==> config.mk <==
export PLATFORM = sky130hd
export DESIGN_NAME = fdtd_ez_sweep_ctrl
export DESIGN_NICKNAME = d
export VERILOG_FILES = /design/src/rtl/fdtd_ctrl_pkg.sv /design/src/rtl/fdtd_valid_pipe.sv /design/src/rtl/fdtd_ez_sweep_ctrl.sv
export SDC_FILE = /design/constraint.sdc
export NUM_CORES = 1
export LEC_CHECK = 0
export CAP_MARGIN = 15
export CORE_ASPECT_RATIO = 1.1
export CORE_MARGIN = 2
export CORE_UTILIZATION = 35
export DETAILED_ROUTE_END_ITERATION = 8
export GPL_ROUTABILITY_DRIVEN = 0
export GPL_TIMING_DRIVEN = 0
export MAX_ROUTING_LAYER = met4
export PLACE_DENSITY = 0.61
export SLEW_MARGIN = 25
export SYNTH_ARGS = -nofsm -noshare
export SYNTH_HDL_FRONTEND = slang
export SYNTH_SLANG_ARGS = --single-unit
==> constraint.sdc <==
create_clock -name CLK -period 2.4 [get_ports CLK]
set_input_delay 0.24 -clock CLK [delete_from_list [all_inputs] [get_ports CLK]]
set_output_delay 0.24 -clock CLK [all_outputs]
set_load 0.02 [all_outputs]
==> src/rtl/fdtd_ctrl_pkg.sv <==
// Shared types and helpers for the Ez sweep controller: FSM states,
// pipeline depth arithmetic and a width-generic saturating signed add.
package fdtd_ctrl_pkg;

    typedef enum logic [1:0] {
        IDLE  = 2'd0,
        SWEEP = 2'd1,
        DRAIN = 2'd2,
        DONE  = 2'd3
    } sweep_state_t;

    localparam int DEF_RD_LATENCY   = 1;
    localparam int DEF_CALC_LATENCY = 4;
    localparam int PIPE_DEPTH       = DEF_RD_LATENCY + 1 + DEF_CALC_LATENCY;

    // Read latency, one operand register stage, then the calculator latency.
    function automatic int pipe_depth(input int rd_lat, input int calc_lat);
        return rd_lat + 1 + calc_lat;
    endfunction

    // Operands arrive sign-extended to 64 bits; the caller truncates to width.
    function automatic logic signed [63:0] sat_add(
        input logic signed [63:0] a,
        input logic signed [63:0] b,
        input int                 width
    );
        logic signed [63:0] sum;
        logic signed [63:0] max_val;
        logic signed [63:0] min_val;
        logic signed [63:0] result;
        sum     = a + b;
        max_val = (64'sd1 <<< (width - 1)) - 64'sd1;
        min_val = -(64'sd1 <<< (width - 1));
        if (sum > max_val) begin
            result = max_val;
        end else if (sum < min_val) begin
            result = min_val;
        end else begin
            result = sum;
        end
        return result;
    endfunction

endpackage

==> src/rtl/fdtd_valid_pipe.sv <==
// {valid, addr} tracker that follows each read through memory and calculator
// latency so the write stage knows which cell ez_n belongs to.
module fdtd_valid_pipe #(
    parameter int DEPTH      = 6,
    parameter int ADDR_WIDTH = 10
) (
    input  logic                  clk,
    input  logic                  clear,
    input  logic                  in_valid,
    input  logic [ADDR_WIDTH-1:0] in_addr,
    output logic [DEPTH-1:0]      valid,
    output logic [ADDR_WIDTH-1:0] tail_addr
);

    logic [ADDR_WIDTH-1:0] addr [DEPTH];

    always_ff @(posedge clk) begin
        if (clear) begin
            valid <= '0;
            for (int i = 0; i < DEPTH; i++) begin
                addr[i] <= '0;
            end
        end else begin
            valid   <= {valid[DEPTH-2:0], in_valid};
            addr[0] <= in_addr;
            for (int i = 1; i < DEPTH; i++) begin
                addr[i] <= addr[i-1];
            end
        end
    end

    assign tail_addr = addr[DEPTH-1];

endmodule

==> src/rtl/fdtd_ez_sweep_ctrl.sv <==
// Ez sweep sequencer: issues in-order reads of Hy/Ez, feeds the calculator,
// and writes each result back with PEC at cell 0 and a saturating soft source.
module fdtd_ez_sweep_ctrl
    import fdtd_ctrl_pkg::*;
#(
    parameter int FDTD_DATA_WIDTH = 32,
    parameter int ADDR_WIDTH      = 10,
    parameter int RD_LATENCY      = 1,
    parameter int CALC_LATENCY    = 4
) (
    input  logic                       CLK,
    input  logic                       RST,
    input  logic                       start_i,
    input  logic [ADDR_WIDTH-1:0]      num_cells_i,
    input  logic                       src_en_i,
    input  logic [ADDR_WIDTH-1:0]      src_addr_i,
    input  logic [FDTD_DATA_WIDTH-1:0] src_val_i,
    output logic                       busy_o,
    output logic                       done_o,
    output logic                       rd_en_o,
    output logic [ADDR_WIDTH-1:0]      rd_addr_o,
    input  logic [FDTD_DATA_WIDTH-1:0] hy_rd_data_i,
    input  logic [FDTD_DATA_WIDTH-1:0] ez_rd_data_i,
    output logic                       clken_o,
    output logic [FDTD_DATA_WIDTH-1:0] hy_old_o,
    output logic [FDTD_DATA_WIDTH-1:0] ez_old_o,
    input  logic [FDTD_DATA_WIDTH-1:0] ez_n_i,
    output logic                       wr_en_o,
    output logic [ADDR_WIDTH-1:0]      wr_addr_o,
    output logic [FDTD_DATA_WIDTH-1:0] wr_data_o
);

    localparam int D = pipe_depth(RD_LATENCY, CALC_LATENCY);

    sweep_state_t state;
    sweep_state_t state_next;

    logic [ADDR_WIDTH-1:0]      num_cells;
    logic                       src_en;
    logic [ADDR_WIDTH-1:0]      src_addr;
    logic [FDTD_DATA_WIDTH-1:0] src_val;

    logic [D-1:0]          pipe_valid;
    logic [ADDR_WIDTH-1:0] tail_addr;

    logic accept;
    logic last_issue;
    logic upstream_busy;

    assign accept        = (state == IDLE) && start_i;
    assign last_issue    = (rd_addr_o == (num_cells - ADDR_WIDTH'(1)));
    // The tail may still hold the last cell; its write issues on the same edge DONE is entered.
    assign upstream_busy = |pipe_valid[D-2:0];
    assign clken_o       = busy_o;

    fdtd_valid_pipe #(
        .DEPTH      (D),
        .ADDR_WIDTH (ADDR_WIDTH)
    ) u_valid_pipe (
        .clk       (CLK),
        .clear     (RST),
        .in_valid  (rd_en_o),
        .in_addr   (rd_addr_o),
        .valid     (pipe_valid),
        .tail_addr (tail_addr)
    );

    always_ff @(posedge CLK) begin
        if (RST) begin
            state <= IDLE;
        end else begin
            state <= state_next;
        end
    end

    always_comb begin
        state_next = state;
        case (state)
            IDLE: begin
                if (start_i) begin
                    state_next = (num_cells_i == '0) ? DONE : SWEEP;
                end
            end
            SWEEP: begin
                if (last_issue) begin
                    state_next = DRAIN;
                end
            end
            DRAIN: begin
                if (!upstream_busy) begin
                    state_next = DONE;
                end
            end
            DONE: begin
                state_next = IDLE;
            end
            default: begin
                state_next = IDLE;
            end
        endcase
    end

    always_ff @(posedge CLK) begin
        if (RST) begin
            num_cells <= '0;
            src_en    <= 1'b0;
            src_addr  <= '0;
            src_val   <= '0;
            busy_o    <= 1'b0;
            done_o    <= 1'b0;
            rd_en_o   <= 1'b0;
            rd_addr_o <= '0;
            hy_old_o  <= '0;
            ez_old_o  <= '0;
            wr_en_o   <= 1'b0;
            wr_addr_o <= '0;
            wr_data_o <= '0;
        end else begin
            done_o <= (state == DONE);

            if (accept) begin
                num_cells <= num_cells_i;
                src_en    <= src_en_i;
                src_addr  <= src_addr_i;
                src_val   <= src_val_i;
                busy_o    <= 1'b1;
                rd_en_o   <= (num_cells_i != '0);
                rd_addr_o <= '0;
            end else if (state == SWEEP) begin
                if (last_issue) begin
                    rd_en_o <= 1'b0;
                end else begin
                    rd_addr_o <= rd_addr_o + ADDR_WIDTH'(1);
                end
            end

            if (state == DONE) begin
                busy_o <= 1'b0;
            end

            if (pipe_valid[RD_LATENCY-1]) begin
                hy_old_o <= hy_rd_data_i;
                ez_old_o <= ez_rd_data_i;
            end

            // Cell 0 is forced to zero because its Hy[-1] neighbour does not exist.
            wr_en_o <= pipe_valid[D-1];
            if (pipe_valid[D-1]) begin
                wr_addr_o <= tail_addr;
                if (tail_addr == '0) begin
                    wr_data_o <= '0;
                end else if (src_en && (tail_addr == src_addr)) begin
                    wr_data_o <= FDTD_DATA_WIDTH'(sat_add(64'(signed'(ez_n_i)),
                                                          64'(signed'(src_val)),
                                                          FDTD_DATA_WIDTH));
                end else begin
                    wr_data_o <= ez_n_i;
                end
            end
        end
    end

endmodule

# Yosys cells after proc, flatten, opt, wreduce, memory -nomap -nowiden
# Memories as Yosys holds them, arrays and structs flattened.
# Index checks and enable logic that the tools add are counted.
dict set report classes {
  reduce_logical 14
  mux 21
  n_addsub 3
  n_lt_le_gt_ge 2
  n_eq_ne 8
  n_bitwise 7
}
# operator count
set op_table {}
lappend op_table {{$mux 32} 4}
lappend op_table {{$mux 10} 6}
lappend op_table {{$add 32x32->33} 1}
lappend op_table {{$gt 33x32->1 const B} 1}
lappend op_table {{$lt 33x32->1 const B} 1}
lappend op_table {{$eq 10x10->1} 2}
lappend op_table {{$logic_not 10->1} 2}
lappend op_table {{$add 10x1->10 const B} 1}
lappend op_table {{$reduce_bool 10->1} 1}
lappend op_table {{$sub 10x1->10 const B} 1}
lappend op_table {{$mux 2} 4}
lappend op_table {{$pmux 2 s4} 1}
lappend op_table {{$mux 1} 6}
lappend op_table {{$ne 2x2->1 const B} 3}
lappend op_table {{$or 1x1->1} 6}
lappend op_table {{$reduce_or 5->1} 1}
lappend op_table {{$eq 2x2->1 const B} 2}
lappend op_table {{$reduce_and 2->1} 2}
lappend op_table {{$reduce_bool 2->1} 2}
lappend op_table {{$reduce_or 2->1} 2}
lappend op_table {{$reduce_and 3->1} 1}
lappend op_table {{$eq 2x1->1 const B} 1}
lappend op_table {{$logic_and 1x1->1} 2}
lappend op_table {{$logic_not 2->1} 1}
lappend op_table {{$not 1->1} 1}
dict set report word_totals {
  in_bits 152
  out_inout_bits 121
  memories 1
  mem_bits_rw 60
  elab_cells 71
  reg_bits 181
}
# memory depth word_bits rd rd_ports_with_merged_regs write_ports line_no
set mem_list {}
lappend mem_list {u_valid_pipe.addr 6 10 6 0 6 fdtd_valid_pipe.sv:15} ;# logic [ADDR_WIDTH-1:0] addr [DEPTH];

# Depth between registers and ports, before layout
dict set report depth {
  depth_word 6
  mapped_depth 14
  depth_no_buf 12
}

# Hierarchy
# From an unflattened synthesis, not the netlist that was laid out.
dict set report unflattened {
  hier_cells 1164
  area_unflattened_um2 10437.5
}
# mod n_inst seq_area_each_um2 area_per_inst_um2 cells_each
set by_module_without_submodules {}
lappend by_module_without_submodules {fdtd_ez_sweep_ctrl 1 3503.4 8565.7 1015}
lappend by_module_without_submodules {fdtd_valid_pipe 1 1321.3 1871.8 149}

# Worst setup path before layout
# No wires, ideal clock.
dict set report synth_timing {
  path_type {register to register}
  startpoint {register src_val[1]}
  endpoint {register wr_data_o[9]}
  arrival_ns 2.515
  required_time_ns 2.278
  synth_period_minus_slack_ns 2.637
  setup_ns 0.122
  stages_incl_launch_ff 13
  slack_ns -0.237
  cell_sequence {dfxtp_1 -> ha_1 -> a211oi_1 -> o21ai_0 -> o21a_1 -> o211ai_1 -> nand3_1 -> and2_1 -> o21a_1 -> buf_2 -> clkbuf_1 -> a21oi_1 -> o21ai_0}
}
dict set report synth_between {
  elab_chain_cells 6
}
# element line_no
set synth_lines {}
lappend synth_lines {{start: declaration} fdtd_ez_sweep_ctrl.sv:41} ;# logic [FDTD_DATA_WIDTH-1:0] src_val;
lappend synth_lines {{start signal: assignment} fdtd_ez_sweep_ctrl.sv:125} ;# src_val <= src_val_i;
lappend synth_lines {{$add 32x32->33 (*)} fdtd_ctrl_pkg.sv:31} ;# sum = a + b;
lappend synth_lines {{$lt 33x32->1} fdtd_ctrl_pkg.sv:36} ;# end else if (sum < min_val) begin
lappend synth_lines {{$mux 32} fdtd_ctrl_pkg.sv:36}
lappend synth_lines {{$mux 32 (*)} fdtd_ctrl_pkg.sv:34} ;# if (sum > max_val) begin
lappend synth_lines {{$mux 32 (*)} fdtd_ez_sweep_ctrl.sv:152} ;# end else if (src_en && (tail_addr == src_addr)) begin
lappend synth_lines {{$mux 32 (*)} fdtd_ez_sweep_ctrl.sv:150} ;# if (tail_addr == '0) begin
lappend synth_lines {{end signal: assignment} fdtd_ez_sweep_ctrl.sv:153} ;# wr_data_o <= FDTD_DATA_WIDTH'(sat_add(64'(signed'(ez_n_i)),
lappend synth_lines {{end signal: assignment} fdtd_ez_sweep_ctrl.sv:157} ;# wr_data_o <= ez_n_i;
lappend synth_lines {{end: declaration} fdtd_ez_sweep_ctrl.sv:30} ;# output logic [FDTD_DATA_WIDTH-1:0] wr_data_o
# Every way passes the cells marked *; elsewhere a longest branch is shown, timed or not.
# A chain may end at the register's enable or synchronous reset.

# Worst setup path after layout
dict set report layout_timing {
  startpoint {register src_val[0]}
  endpoint {register wr_data_o[29]}
}
# The elaborated chain is that of the path after synthesis.

==> summary.md <==
| Metric | Value |
|---|---|
| Reg area | 4838 sq um |
| First-pass GRT wire length | 49,980 um |
| Final Hold Vio Count | 0 |
| Worst-Margin Slew | 0.7764 ns |
| Die W | 169.5 um |
| DRC | 0 |
| GRT Util Overall | 20.48% |
| Fin nets | 1,722 |
| Sink Count | 241 |
| Slew Limit Fails | 0 |
| Met2 Resource Use GR | 34.38% |
| Vias | 9,616 |
| Failing checks | setup timing |
| Pint | 8.622 mW |
| # IOs | 273 |
| HPWL Detailed | 24,300 um |
| Clock Tree Root | clkbuf_16 |
| Final Power | 12.50 mW |
| Kind of end point of the critical path | register |
| Layout cells sized above 1 | 14.27% |
| Required time of the critical path | 2.85 ns |
| Final WS setup | -0.2965 ns |
| Slowest CP cell | dfxtp_2 |
| GR peak layer | met2 |
| Multi-input gate area | 6128 sq um |
| Switching Fraction | 31.04% |
| Reg power frac | 36.0% |
| Post-synth EDFFs | 0 |
| CP top delay family | compound AO/OA/AOI/OAI gates |
| Gate count after technology mapping | 1,195 |
| Final worst-path cycle share | 112.4% |
| Avg WL per Cell | 17.22 um |
| Clock network fraction of design power | 33.6% |
| Vias in the first global route | 9,400 |
| Total congestion overflow | 0 |
| CP Class | reg -> reg |
| Max-Cap Viols | 0 |
| CP Data Arrival Time | 3.15 ns |
| Clock Skews | 0.01154 ns |
| Die Height | 186.1 um |
| Htree depth | 1 |
| Syn avg cell area | 8.828 sq um |
| Synth async-reset ratio | 0% |
| Core box area | 29,650 sq um |
| Post-Syn Area | 10,550 sq um |
| Crit-path max cell delay | 0.35 ns |
| Final WL | 33,180 um |
| CTS Buffer Depth | 3 |
| Clock insertion delay at the later pin of the skew report | 0.53 ns |
| Maximum vdd drop | 0.4400 mV |
| Crit-path max FO | 6 |
| Starting Density | 35.58% |
| CP cell instances | ha_4, inv_2, fa_2, nand2b_4, a21oi_4, o211ai_1, buf_4, a31oi_4, nor3_2, nand3_1, o21a_1, buf_6, clkbuf_16, a31oi_2, o21ai_1 |
| Sequential area share after synthesis | 45.74% |
| TritonRoute pass-1 iters | 5 |
| Synthesized flop and latch total | 241 |
| Setup violators final | 42 |
| Unique masters post-synth | 61 |
| Detail-routed via count per cell | 4.990 |
| Area Overhead vs Synth | 50.54% |
| Class of the worst hold path | in -> reg |
| CP startpoint kind | register |
| Most used flip-flop cell after synthesis | dfxtp_1 |
| P_sw | 3.882 mW |
| Post-synth net total | 1,387 |
| TritonCTS clock tree | built |
| M1 GR Usage | 24.88% |
| Comb power frac | 30.3% |
| Lkg Pwr | 5.831 nW |
| CTS buffer count | 26 |
| Clock transition at the registers of the reported paths | 0.06 ns |
| Yosys warning total | 0 |
| Relative slew margins | 48.24% |
| Power density cells | 787.4 nW/um^2 |
| Initial antenna violation count | 3 |
| Die area | 31,550 sq um |
| F_max | 370.9 MHz |
| 1st-iter DRT viols | 452 |
| Routing usage on met3 | 4.295% |
| Fill cells | 2,714 |
| Post-route ant nets | 0 |
| Setup TNS Final | -8.865 ns |
| Largest net degree at the start of global routing | 15 |
| Buffer and inverter count on the worst path | 4 |
| FP Rows | 66 |
| Post-layout min period | 2.696 ns |
| PortBufs | 272 |
| Status | complete, but fails checks |
| Unrepaired setup endpoints after global routing | true |
## final cells by class
| class | instances | share of cell area (%) |
|---|---|---|
| plain buffers | 66 | 2.088 |
| clock buffers | 37 | 4.869 |
| repair buffers | 314 | 19.68 |
| diodes | 4 | 0.06303 |
| inverters | 18 | 0.4255 |
| multi-input cells | 863 | 38.59 |
| clock inverters | 10 | 0.8667 |
| well taps | 374 | 2.947 |
| flip-flops and latches | 241 | 30.47 |
## power groups by stage
stage / Sequential, mW / Clock [mW] / Combinational [mW]
2_1_floorplan: 4.64 / 0 / 1.98
3_3_place_gp: 4.56 / 0 / 3.10
3_5_place_dp: 4.57 / 0 / 3.12
4_1_cts: 4.48 / 4.29 / 3.51
5_1_grt: 4.53 / 4.46 / 4.12
6_report: 4.50 / 4.21 / 3.79
## through the flow
| stage | worst slack, ns | util (%) | hold slack (ns) | area (sq um) | cells |
|---|---|---|---|---|---|
| 3_5_place_dp | -1.080 | 46.73 | 0.4212 | 13850 | 1841 |
| 5_1_grt | -0.4326 | 53.56 | 0.2477 | 15880 | 1926 |
| 2_1_floorplan | -0.03065 | - | 0.3684 | 10660 | 1195 |
| 4_1_cts | -0.2945 | 51.57 | 0.2419 | 15290 | 1906 |
| 3_3_place_gp | -1.061 | 46.73 | 0.4186 | 13850 | 1841 |
| 6_report | -0.2965 | 53.57 | 0.2639 | 15880 | 1927 |
## logic make-up (layout without fill, tap and decap cells)
group,after synthesis,in the layout,synth area share [%]
xor+xnor,55,55,4.566
other cells,0,4,0
fa+ha+maj,40,40,4.816
compound gates,268,268,15.26
buf+inv,91,445,3.416
simple gates,423,423,18.89
mux,77,77,7.306
flops,241,241,45.74
## flip-flops by register name (all words and copies together), names as in the netlist, 10 cells and up
register,flops
src_val,32
rd_addr_o,10
wr_addr_o,10
ez_old_o,32
hy_old_o,32
wr_data_o,32
src_addr,10
num_cells,10
u_valid_pipe.addr,60
## layer usage
| metal | vias up | wire, um |
|---|---|---|
| met5 | - | 0 |
| met4 | 0 | 874 |
| met3 | 67 | 2246 |
| met2 | 314 | 16080 |
| met1 | 4451 | 13980 |
| li1 | 4784 | - |
## path summary, 6_finish.rpt
| kind | startpoint | end | slack (ns) | cells past startpoint |
|---|---|---|---|---|
| max reg2reg | src_val[0] | wr_data_o[29] | -0.30 | 15 |
| max | src_val[0] | wr_data_o[29] | -0.30 | 15 |
| min reg2reg | u_valid_pipe.addr[0][4] | u_valid_pipe.addr[0][14] | 0.43 | 1 |
| min | src_val_i[5] | src_val[5] | 0.26 | 3 |
## worst register-to-register path: stages (launching register included)
cell,delay [ns]
dfxtp_2,0.35
ha_4,0.15
inv_2,0.04
fa_2,0.33
nand2b_4,0.17
a21oi_4,0.12
o211ai_1,0.09
buf_4,0.17
a31oi_4,0.23
nor3_2,0.09
nand3_1,0.10
o21a_1,0.19
buf_6,0.19
clkbuf_16,0.18
a31oi_2,0.08
o21ai_1,0.13
## synth_stat cells (2+ instances only)
cell      count  area, sq um
o21bai_1      4        30.03
o211ai_1      9        67.56
nand2_1     154        578.1
and3_1        8        50.05
dfxtp_1     241         4825
or3_1         2        12.51
xnor2_1      31        271.5
o31ai_1       2        15.01
nand3_1      17        85.08
nand4_1      13        81.33
a21o_1       12        90.09
a221o_1       2        20.02
nand2b_1      8        50.05
o21a_1        6        45.04
or4_4         2        22.52
a31o_2        4        35.03
a31oi_1      17        106.4
a211oi_1      6        45.04
a21boi_0     12        90.09
clkbuf_1     57        214.0
nand4b_1      2        17.52
or2_2         2        12.51
a22oi_1      12        90.09
buf_1         8        30.03
a21oi_1     101        505.5
ha_1         39        488.0
buf_2         5        25.02
nor2b_1      73        456.7
xor2_1       24        210.2
mux2i_1      77        770.7
nor3_1       13        65.06
o21ai_1       5        25.02
and2_1        4        25.02
o21ai_0      63        315.3
nor4_1        7        43.79
inv_1        18        67.56
nor2_1      111        416.7
## cells in the final DEF (no fill, tap or decap), types with 15 or more instances in the layout
cell type | Yosys | layout
clkbuf_1 | 57 | 50
nor2b_1 | 73 | 73
xor2_1 | 24 | 22
o21ai_1 | 5 | 29
buf_6 | 1 | 17
mux2i_1 | 77 | 77
clkbuf_16 | 0 | 30
ha_1 | 39 | 15
clkdlybuf4s50_1 | 0 | 272
xnor2_1 | 31 | 30
o21ai_0 | 63 | 33
a21oi_2 | 0 | 15
inv_1 | 18 | 17
dfxtp_1 | 241 | 234
ha_4 | 0 | 21
nor2_1 | 111 | 110
buf_4 | 1 | 27
a21oi_1 | 101 | 79
nand2_1 | 154 | 152
## what timing repair did
action                     in CTS  in global routing
setup endpoints to repair      45                 45
pin swaps                      27                 40
gates cloned                    4                  1
hold buffers                    0                  0
resized for setup             106                 91
buffers inserted               22                 18
Note: power is estimated with default switching activity, not from simulation.
